### src/rtl/avalon_pio_edge_pkg.sv
// pio_pkg: register addresses and edge-capture modes shared by the PIO block
package pio_pkg;
  localparam logic [2:0] ADDR_DATA    = 3'd0;
  localparam logic [2:0] ADDR_DIR     = 3'd1;
  localparam logic [2:0] ADDR_IRQMASK = 3'd2;
  localparam logic [2:0] ADDR_EDGECAP = 3'd3;
  localparam logic [2:0] ADDR_OUTSET  = 3'd4;
  localparam logic [2:0] ADDR_OUTCLR  = 3'd5;
  localparam int EDGE_RISE = 0;
  localparam int EDGE_FALL = 1;
  localparam int EDGE_ANY  = 2;
endpackage

### src/rtl/avalon_pio_edge_if.sv
// avalon_pio_edge_if: Avalon-MM slave register bus with active-low strobes
interface avalon_pio_edge_if #(parameter int WIDTH = 8) ();
  logic [2:0]       address;
  logic             chipselect;
  logic             read_n;
  logic             write_n;
  logic [WIDTH-1:0] writedata;
  logic [WIDTH-1:0] readdata;
  modport master (output address, chipselect, read_n, write_n, writedata, input readdata);
  modport slave (input address, chipselect, read_n, write_n, writedata, output readdata);
endinterface

### src/rtl/avalon_pio_edge_detect.sv
// pio_edge_detect: two-flop input synchroniser plus delayed copy for per-bit edge pulses
module pio_edge_detect
  import pio_pkg::*;
#(
  parameter int WIDTH     = 8,
  parameter int EDGE_TYPE = EDGE_RISE
) (
  input  logic             clk,
  input  logic             reset,
  input  logic [WIDTH-1:0] in_port,
  output logic [WIDTH-1:0] in_sync,
  output logic [WIDTH-1:0] edge_pulse
);
  logic [WIDTH-1:0] meta;
  logic [WIDTH-1:0] in_prev;
  always_ff @(posedge clk) begin
    if (reset) begin
      meta    <= '0;
      in_sync <= '0;
      in_prev <= '0;
    end else begin
      meta    <= in_port;
      in_sync <= meta;
      in_prev <= in_sync;
    end
  end
  assign edge_pulse = EDGE_TYPE == EDGE_RISE ? in_sync & ~in_prev :
                      EDGE_TYPE == EDGE_FALL ? ~in_sync & in_prev :
                                               in_sync ^ in_prev;
endmodule

### src/rtl/avalon_pio_edge.sv
// avalon_pio_edge: Avalon-MM PIO with per-bit direction, set/clear, edge capture and maskable irq
module avalon_pio_edge
  import pio_pkg::*;
#(
  parameter int               WIDTH     = 8,
  parameter logic [WIDTH-1:0] RESET_OUT = '0,
  parameter logic [WIDTH-1:0] RESET_DIR = '1,
  parameter int               EDGE_TYPE = EDGE_RISE
) (
  input  logic                clk,
  input  logic                reset,
  avalon_pio_edge_if.slave    bus,
  input  logic [WIDTH-1:0]    in_port,
  output logic [WIDTH-1:0]    out_port,
  output logic [WIDTH-1:0]    oe_port,
  output logic                irq
);
  logic             wr;
  logic             rd;
  logic [WIDTH-1:0] data_out;
  logic [WIDTH-1:0] dir;
  logic [WIDTH-1:0] irq_mask;
  logic [WIDTH-1:0] edge_capture;
  logic [WIDTH-1:0] in_sync;
  logic [WIDTH-1:0] edge_pulse;
  logic [WIDTH-1:0] clr;
  logic [WIDTH-1:0] rd_mux;
  pio_edge_detect #(.WIDTH(WIDTH), .EDGE_TYPE(EDGE_TYPE)) u_detect (
    .clk        (clk),
    .reset      (reset),
    .in_port    (in_port),
    .in_sync    (in_sync),
    .edge_pulse (edge_pulse)
  );
  always_comb begin
    wr     = bus.chipselect & ~bus.write_n;
    rd     = bus.chipselect & ~bus.read_n;
    clr    = wr && bus.address == ADDR_EDGECAP ? bus.writedata : '0;
    rd_mux = bus.address == ADDR_DATA    ? (dir & data_out) | (~dir & in_sync) :
             bus.address == ADDR_DIR     ? dir :
             bus.address == ADDR_IRQMASK ? irq_mask :
             bus.address == ADDR_EDGECAP ? edge_capture : '0;
  end
  // the mux reads pre-write state, so a same-cycle read returns the old contents
  always_ff @(posedge clk) begin
    if (reset) begin
      data_out     <= RESET_OUT;
      dir          <= RESET_DIR;
      irq_mask     <= '0;
      edge_capture <= '0;
      irq          <= 1'b0;
      bus.readdata <= '0;
    end else begin
      data_out     <= wr && bus.address == ADDR_DATA   ? bus.writedata :
                      wr && bus.address == ADDR_OUTSET ? data_out | bus.writedata :
                      wr && bus.address == ADDR_OUTCLR ? data_out & ~bus.writedata : data_out;
      dir          <= wr && bus.address == ADDR_DIR ? bus.writedata : dir;
      irq_mask     <= wr && bus.address == ADDR_IRQMASK ? bus.writedata : irq_mask;
      edge_capture <= (edge_capture & ~clr) | edge_pulse;
      irq          <= |(edge_capture & irq_mask);
      if (rd) bus.readdata <= rd_mux;
    end
  end
  assign out_port = data_out;
  assign oe_port  = dir;
endmodule
### src/flat_wrapper.sv
// flat-port wrapper written by rule: the top's interface ports become plain ports
module avalon_pio_edge_flat import pio_pkg::*;
#(
  parameter int               WIDTH     = 8,
  parameter logic [WIDTH-1:0] RESET_OUT = '0,
  parameter logic [WIDTH-1:0] RESET_DIR = '1,
  parameter int               EDGE_TYPE = EDGE_RISE
)
  (clk, reset, in_port, out_port, oe_port, irq, bus_address, bus_chipselect, bus_read_n, bus_write_n, bus_writedata, bus_readdata);
  avalon_pio_edge_if #(.WIDTH(WIDTH)) bus_i ();
  input  logic clk;
  input  logic reset;
  input  logic [WIDTH-1:0] in_port;
  output logic [WIDTH-1:0] out_port;
  output logic [WIDTH-1:0] oe_port;
  output logic irq;
  input wire logic [$bits(bus_i.address)-1:0] bus_address;
  input wire logic [$bits(bus_i.chipselect)-1:0] bus_chipselect;
  input wire logic [$bits(bus_i.read_n)-1:0] bus_read_n;
  input wire logic [$bits(bus_i.write_n)-1:0] bus_write_n;
  input wire logic [$bits(bus_i.writedata)-1:0] bus_writedata;
  output wire logic [$bits(bus_i.readdata)-1:0] bus_readdata;
  assign bus_i.address = bus_address;
  assign bus_i.chipselect = bus_chipselect;
  assign bus_i.read_n = bus_read_n;
  assign bus_i.write_n = bus_write_n;
  assign bus_i.writedata = bus_writedata;
  assign bus_readdata = bus_i.readdata;
  avalon_pio_edge #(.WIDTH(WIDTH), .RESET_OUT(RESET_OUT), .RESET_DIR(RESET_DIR), .EDGE_TYPE(EDGE_TYPE)) u_core (.clk(clk), .reset(reset), .bus(bus_i), .in_port(in_port), .out_port(out_port), .oe_port(oe_port), .irq(irq));
endmodule
### config.mk
export PLATFORM = sky130hd
export DESIGN_NAME = avalon_pio_edge_flat
export DESIGN_NICKNAME = d
export VERILOG_FILES = /design/src/rtl/avalon_pio_edge_pkg.sv /design/src/rtl/avalon_pio_edge_if.sv /design/src/rtl/avalon_pio_edge_detect.sv /design/src/rtl/avalon_pio_edge.sv /design/src/flat_wrapper.sv
export SDC_FILE = /design/constraint.sdc
export NUM_CORES = 1
export LEC_CHECK = 0
export ABC_AREA = 1
export CORE_MARGIN = 2
export CORE_UTILIZATION = 25
export DETAILED_ROUTE_END_ITERATION = 8
export PLACE_DENSITY = 0.41
export SETUP_SLACK_MARGIN = 0.15
export SYNTH_ARGS = -nofsm -noshare
export SYNTH_HDL_FRONTEND = slang
export SYNTH_SLANG_ARGS = --single-unit
### constraint.sdc
create_clock -name clk -period 1.5 [get_ports clk]
set_input_delay 0.45 -clock clk [delete_from_list [all_inputs] [get_ports clk]]
set_output_delay 0.45 -clock clk [all_outputs]
set_load 0.05 [all_outputs]
Word-level counts from Yosys, hierarchy flattened
Index checks and enable logic that the tools add are counted.
{"block": "op_classes", "n_mux": 8, "reduce_logical": 9, "n_eq_ne": 5, "n_bitwise": 17}
{"cell": "$mux W8", "n": 8}
{"cell": "$and A8 B8 Y8", "n": 6}
{"cell": "$not A8 Y8", "n": 4}
{"cell": "$or A8 B8 Y8", "n": 3}
{"cell": "$reduce_or A8 Y1", "n": 1}
{"cell": "$eq A3 B2 Y1 const B", "n": 2}
{"cell": "$eq A3 B3 Y1 const B", "n": 2}
{"cell": "$logic_and A1 B1 Y1", "n": 6}
{"cell": "$eq A3 B1 Y1 const B", "n": 1}
{"cell": "$logic_not A3 Y1", "n": 1}
{"cell": "$reduce_bool A3 Y1", "n": 1}
{"cell": "$and A1 B1 Y1", "n": 2}
{"cell": "$not A1 Y1", "n": 2}
{"block": "word_totals", "input_bits": 24, "regBits": 65, "word_cells": 48}

Depth between registers and ports, before layout
{"block": "logic_depth", "ltp_word": 7, "depth_mapped": 7}

Modules after synthesis
A second synthesis with hierarchy kept.
{"block": "unflattened", "hier_cells": 363, "hier_area_um2": 2725.1}
{"module": "avalon_pio_edge", "area_each_um2": 2011.9, "seq_area_each_um2": 820.8, "n_inst": 1, "cells_each": 281}
{"module": "pio_edge_detect", "area_each_um2": 713.2, "seq_area_each_um2": 480.5, "n_inst": 1, "cells_each": 82}

Worst setup path after synthesis
No wires, ideal clock.
{"block": "synth_timing", "path_kind": "input to register", "start": "input bus_address[2]", "end": "register u_core.edge_capture[7]", "setup_slack_ns": 0.117, "path_stages": 5, "setup_time_ns": 0.132, "arrival_ns": 1.251, "path_buffers": 1, "cell_sequence": "inv_1 -> buf_4 -> nand4_1 -> o21ai_0 -> a21oi_1"}
{"block": "synth_via", "elab_chain_len": 6}
{"item": "start: declaration", "line": "flat_wrapper.sv:17", "rtl": "input wire logic [$bits(bus_i.address)-1:0] bus_address;"}
{"item": "$eq A3 B2 Y1", "line": "avalon_pio_edge.sv:38", "rtl": "clr = wr && bus.address == ADDR_EDGECAP ? bus.writedata : '0;"}
{"item": "$logic_and A1 B1 Y1", "line": "avalon_pio_edge.sv:38"}
{"item": "$mux W8", "line": "avalon_pio_edge.sv:38"}
{"item": "$not A8 Y8", "line": "avalon_pio_edge.sv:59", "rtl": "edge_capture <= (edge_capture & ~clr) | edge_pulse;"}
{"item": "$and A8 B8 Y8", "line": "avalon_pio_edge.sv:59"}
{"item": "$or A8 B8 Y8", "line": "avalon_pio_edge.sv:59"}
{"item": "end signal: assignment", "line": "avalon_pio_edge.sv:59"}
{"item": "end: declaration", "line": "avalon_pio_edge.sv:23", "rtl": "logic [WIDTH-1:0] edge_capture;"}
Every way passes these cells.
A chain may end at the register's enable or synchronous reset.

Worst setup path in the final report
{"block": "layout_timing", "start": "register u_core.dir[7], in the netlist u_core.oe_port[7]", "end": "output oe_port[7]"}
{"item": "start: declaration", "line": "avalon_pio_edge.sv:21", "rtl": "logic [WIDTH-1:0] dir;"}
{"item": "start signal: assignment", "line": "avalon_pio_edge.sv:57", "rtl": "dir <= wr && bus.address == ADDR_DIR ? bus.writedata : dir;"}
{"item": "end: declaration", "line": "flat_wrapper.sv:15", "rtl": "output logic [WIDTH-1:0] oe_port;"}
No word-level cell between the ends.

==> flow_summary.ini <==
[setup_path]
rr_startpoint = u_core.oe_port[6]
cp-start-kind = flip-flop
worstSetupEndpointType = primary output
r2r-end = u_core.bus.readdata[6]
cp_slowest_cell = dfxtp_2
crit_family = flip-flops
critPathRequiredTime_ns = 1.05
r2r_cells = 6
reg2reg_slack_ns = 0.36
crit_buf_inv = 1
critical_path_class = reg -> out
critical_path.max_fanout = 5
slowest_delay_ns = 0.40
cp.arrival_ns = 0.89
crit_chain = buf_12

[timing]
worst-slew-pin-transition_ns = 0.380
fin_worst_skew_ns = 0.00978
relSlewSlack_pct = 74.6
fmax_mhz = 747
drv_slew = 0
setup_tns_ns = 0
post-route-period-util_pct = 89.3
rsz0062_at_grt = true
final.min_clock_period_ns = 1.34
setup_viol = 0
hold_violations = 0

[final_layout]
drive_gt1_share_pct = 28.3
utilization_pct = 39.8
layout.nets = 467
diodes = 0
final_design_area_no_fill_sq_um = 4110
nFillCells = 1078
area_growth_syn_to_layout_pct = 54.6
final_cells = 584

[grt]
grt_max_degree = 34
overflow = 0
grt_pass1_wl_microns = 12100
grtUsageTotal_pct = 13.8
grt_pass1_vias = 2360
antenna_found_initial = 0

[drt]
drtIter0Drc = 96
wl_per_cell_microns = 12.9
drc_errors = 0
via_per_inst = 4.30
dr_total_vias = 2509
dr.pass1.iters = 4
final_antenna_net_count = 0
drt_wl_total_microns = 7540

[status]
status = completed

[placed_design]
port_buffers = 48
dpl-instance-area_sq_um = 3730
routabilityCongestion = 0.804
dpl.cell_count = 559
dp_hpwl_microns = 5330

[clock_tree]
cts_tree = yes
clock_path_buffers = 2
path_clk_slew_ns = 0.07
hold_buffers = 0
h-tree-depth = 3
root_buffer = clkbuf_8
cts_num_sinks = 65
clk_latency_ns = 0.35
cts-buffers-inserted = 9

[hold_path]
hold_depth = 2
hp-start = u_core.u_detect.meta[6]
whs_endpoint = u_core.u_detect.in_sync[6]
hp-class = reg -> reg

[synth]
syn_inst = 360
yosysWarnings = 0
ys_seq_area_share_pct = 48.9
synth_top_area_share_pct = 48.9
synth_nets = 384
syn_avg_cell_area_sq_um = 7.39
synth.distinct_cells = 24
synth_seq_cells = 65
synth_area_leader_cell = dfxtp_1
yosys-top-cells-area = dfxtp_1, nor2_1, nand2_1, inv_1, a21oi_1
syn_area_sq_um = 2660

[floorplan]
io_pins = 49
die_w_microns = 107
start_util_pct = 25.8
coreArea_sq_um = 10300
die_h_microns = 107
dieArea_sq_um = 11500
num_rows = 37

[flow_run]
cap_viol_max_count = 0

[pwr]
total_power_mw = 3.79
vdd_drop_max_mv = 0.384
power_leakage_nw = 1.68
power_density_nw_per_um2 = 921
==> cells in the mapped netlist <==
cell type / instances
nand3_2: 1
or2_1: 1
buf_2: 4
nand4_2: 1
clkbuf_1: 6
buf_6: 2
nor2_4: 1
a21oi_1: 33
nand3_1: 9
inv_2: 1
buf_1: 1
nor3_2: 2
o211ai_1: 16
dfxtp_1: 65
o21ai_0: 24
o22ai_1: 4
buf_4: 1
nand2_1: 57
nand4_1: 2
inv_1: 52
or2_2: 8
nand3_4: 1
clkinv_1: 1
nor2_1: 67
==> final cells by class <==
cell class / instances / area [sq um] / share of cell area (%)
Sequential cell: 65 / 1350 / 32.7
Multi-Input combinational cell: 227 / 1140 / 27.7
Timing Repair Buffer: 86 / 1050 / 25.6
Inverter: 54 / 211 / 5.14
Tap cell: 136 / 170 / 4.14
Clock buffer: 11 / 141 / 3.44
Clock inverter: 5 / 55.1 / 1.34
==> worst min-delay path: cells and delay by family, from the launching register on <==
| kind | cells | cell delay (ns) |
|---|---|---|
| buffers and inverters | 1 | 0.04 |
| flip-flops | 1 | 0.30 |
| AND/OR/NAND/NOR | 1 | 0.03 |
==> how the worst max path moves through the flow <==
stage                     cells after the start         startpoint                      to
final                                         1  u_core.oe_port[7]              oe_port[7]
after global routing                          6         bus_read_n  u_core.bus.readdata[0]
after CTS                                     9        bus_write_n               flip-flop
after detailed placement                      8     bus_address[1]  u_core.bus.readdata[6]
after global placement                        8     bus_address[1]  u_core.bus.readdata[3]
after floorplan                               6     bus_chipselect       u_core.oe_port[1]
==> metal layers <==
layer | wire, microns | track usage [%] | vias up
li1 | - | - | 1311
met3 | 382 | 3.34 | 7
met4 | 93 | 4.45 | 0
met5 | 0 | 0 | -
met1 | 3830 | 19.4 | 1128
met2 | 3240 | 20.8 | 63
==> report_power, final <==
| group | total [mW] | switching [mW] | internal, mW |
|---|---|---|---|
| Sequential | 1.81 | 0.0341 | 1.78 |
| Clock | 1.49 | 0.683 | 0.807 |
| Combinational | 0.488 | 0.262 | 0.226 |
==> stage by stage <==
stage,hold slack (ns),setup WS [ns]
6_report,0.406,0.160
5_1_grt,0.426,0.112
4_1_cts,0.407,0.151
3_5_place_dp,0.396,-0.509
3_3_place_gp,0.391,-0.531
2_1_floorplan,0.388,0.155
==> what timing repair did <==
item | 4_1_cts | 5_1_grt
setup buffers | 2 | 6
pin swaps | 3 | 5
endpoints found under the setup margin | 57 | 46
resized for setup | 43 | 18
cloned | 1 | 0
==> cells in the final DEF (no fill, tap or decap), types with 2 or more instances in the layout <==
cell type	synthesis	routed
nand3_4	1	2
nand4_1	2	2
dlygate4sd2_1	0	2
nor2_1	67	64
inv_1	52	50
a21oi_1	33	32
clkinvlp_4	0	3
buf_6	2	6
o21ai_0	24	24
nor2_4	1	2
nor2_2	0	2
inv_4	0	2
buf_4	1	30
buf_12	0	27
nand3_1	9	8
nor3_4	0	2
o211ai_1	16	16
o22ai_1	4	4
clkdlybuf4s50_1	0	17
or2_2	8	8
clkinv_2	0	2
dfxtp_1	65	42
dfxtp_4	0	6
clkbuf_8	0	10
dfxtp_2	0	17
nand2_1	57	56
==> cell families after synthesis <==
| kind of cell | share of synthesized area [%] |
|---|---|
| simple gates | 24.4 |
| compound gates | 16.2 |
| buf+inv | 10.5 |
| flops | 48.9 |
No activity file was read; power rests on OpenSTA's default activity.
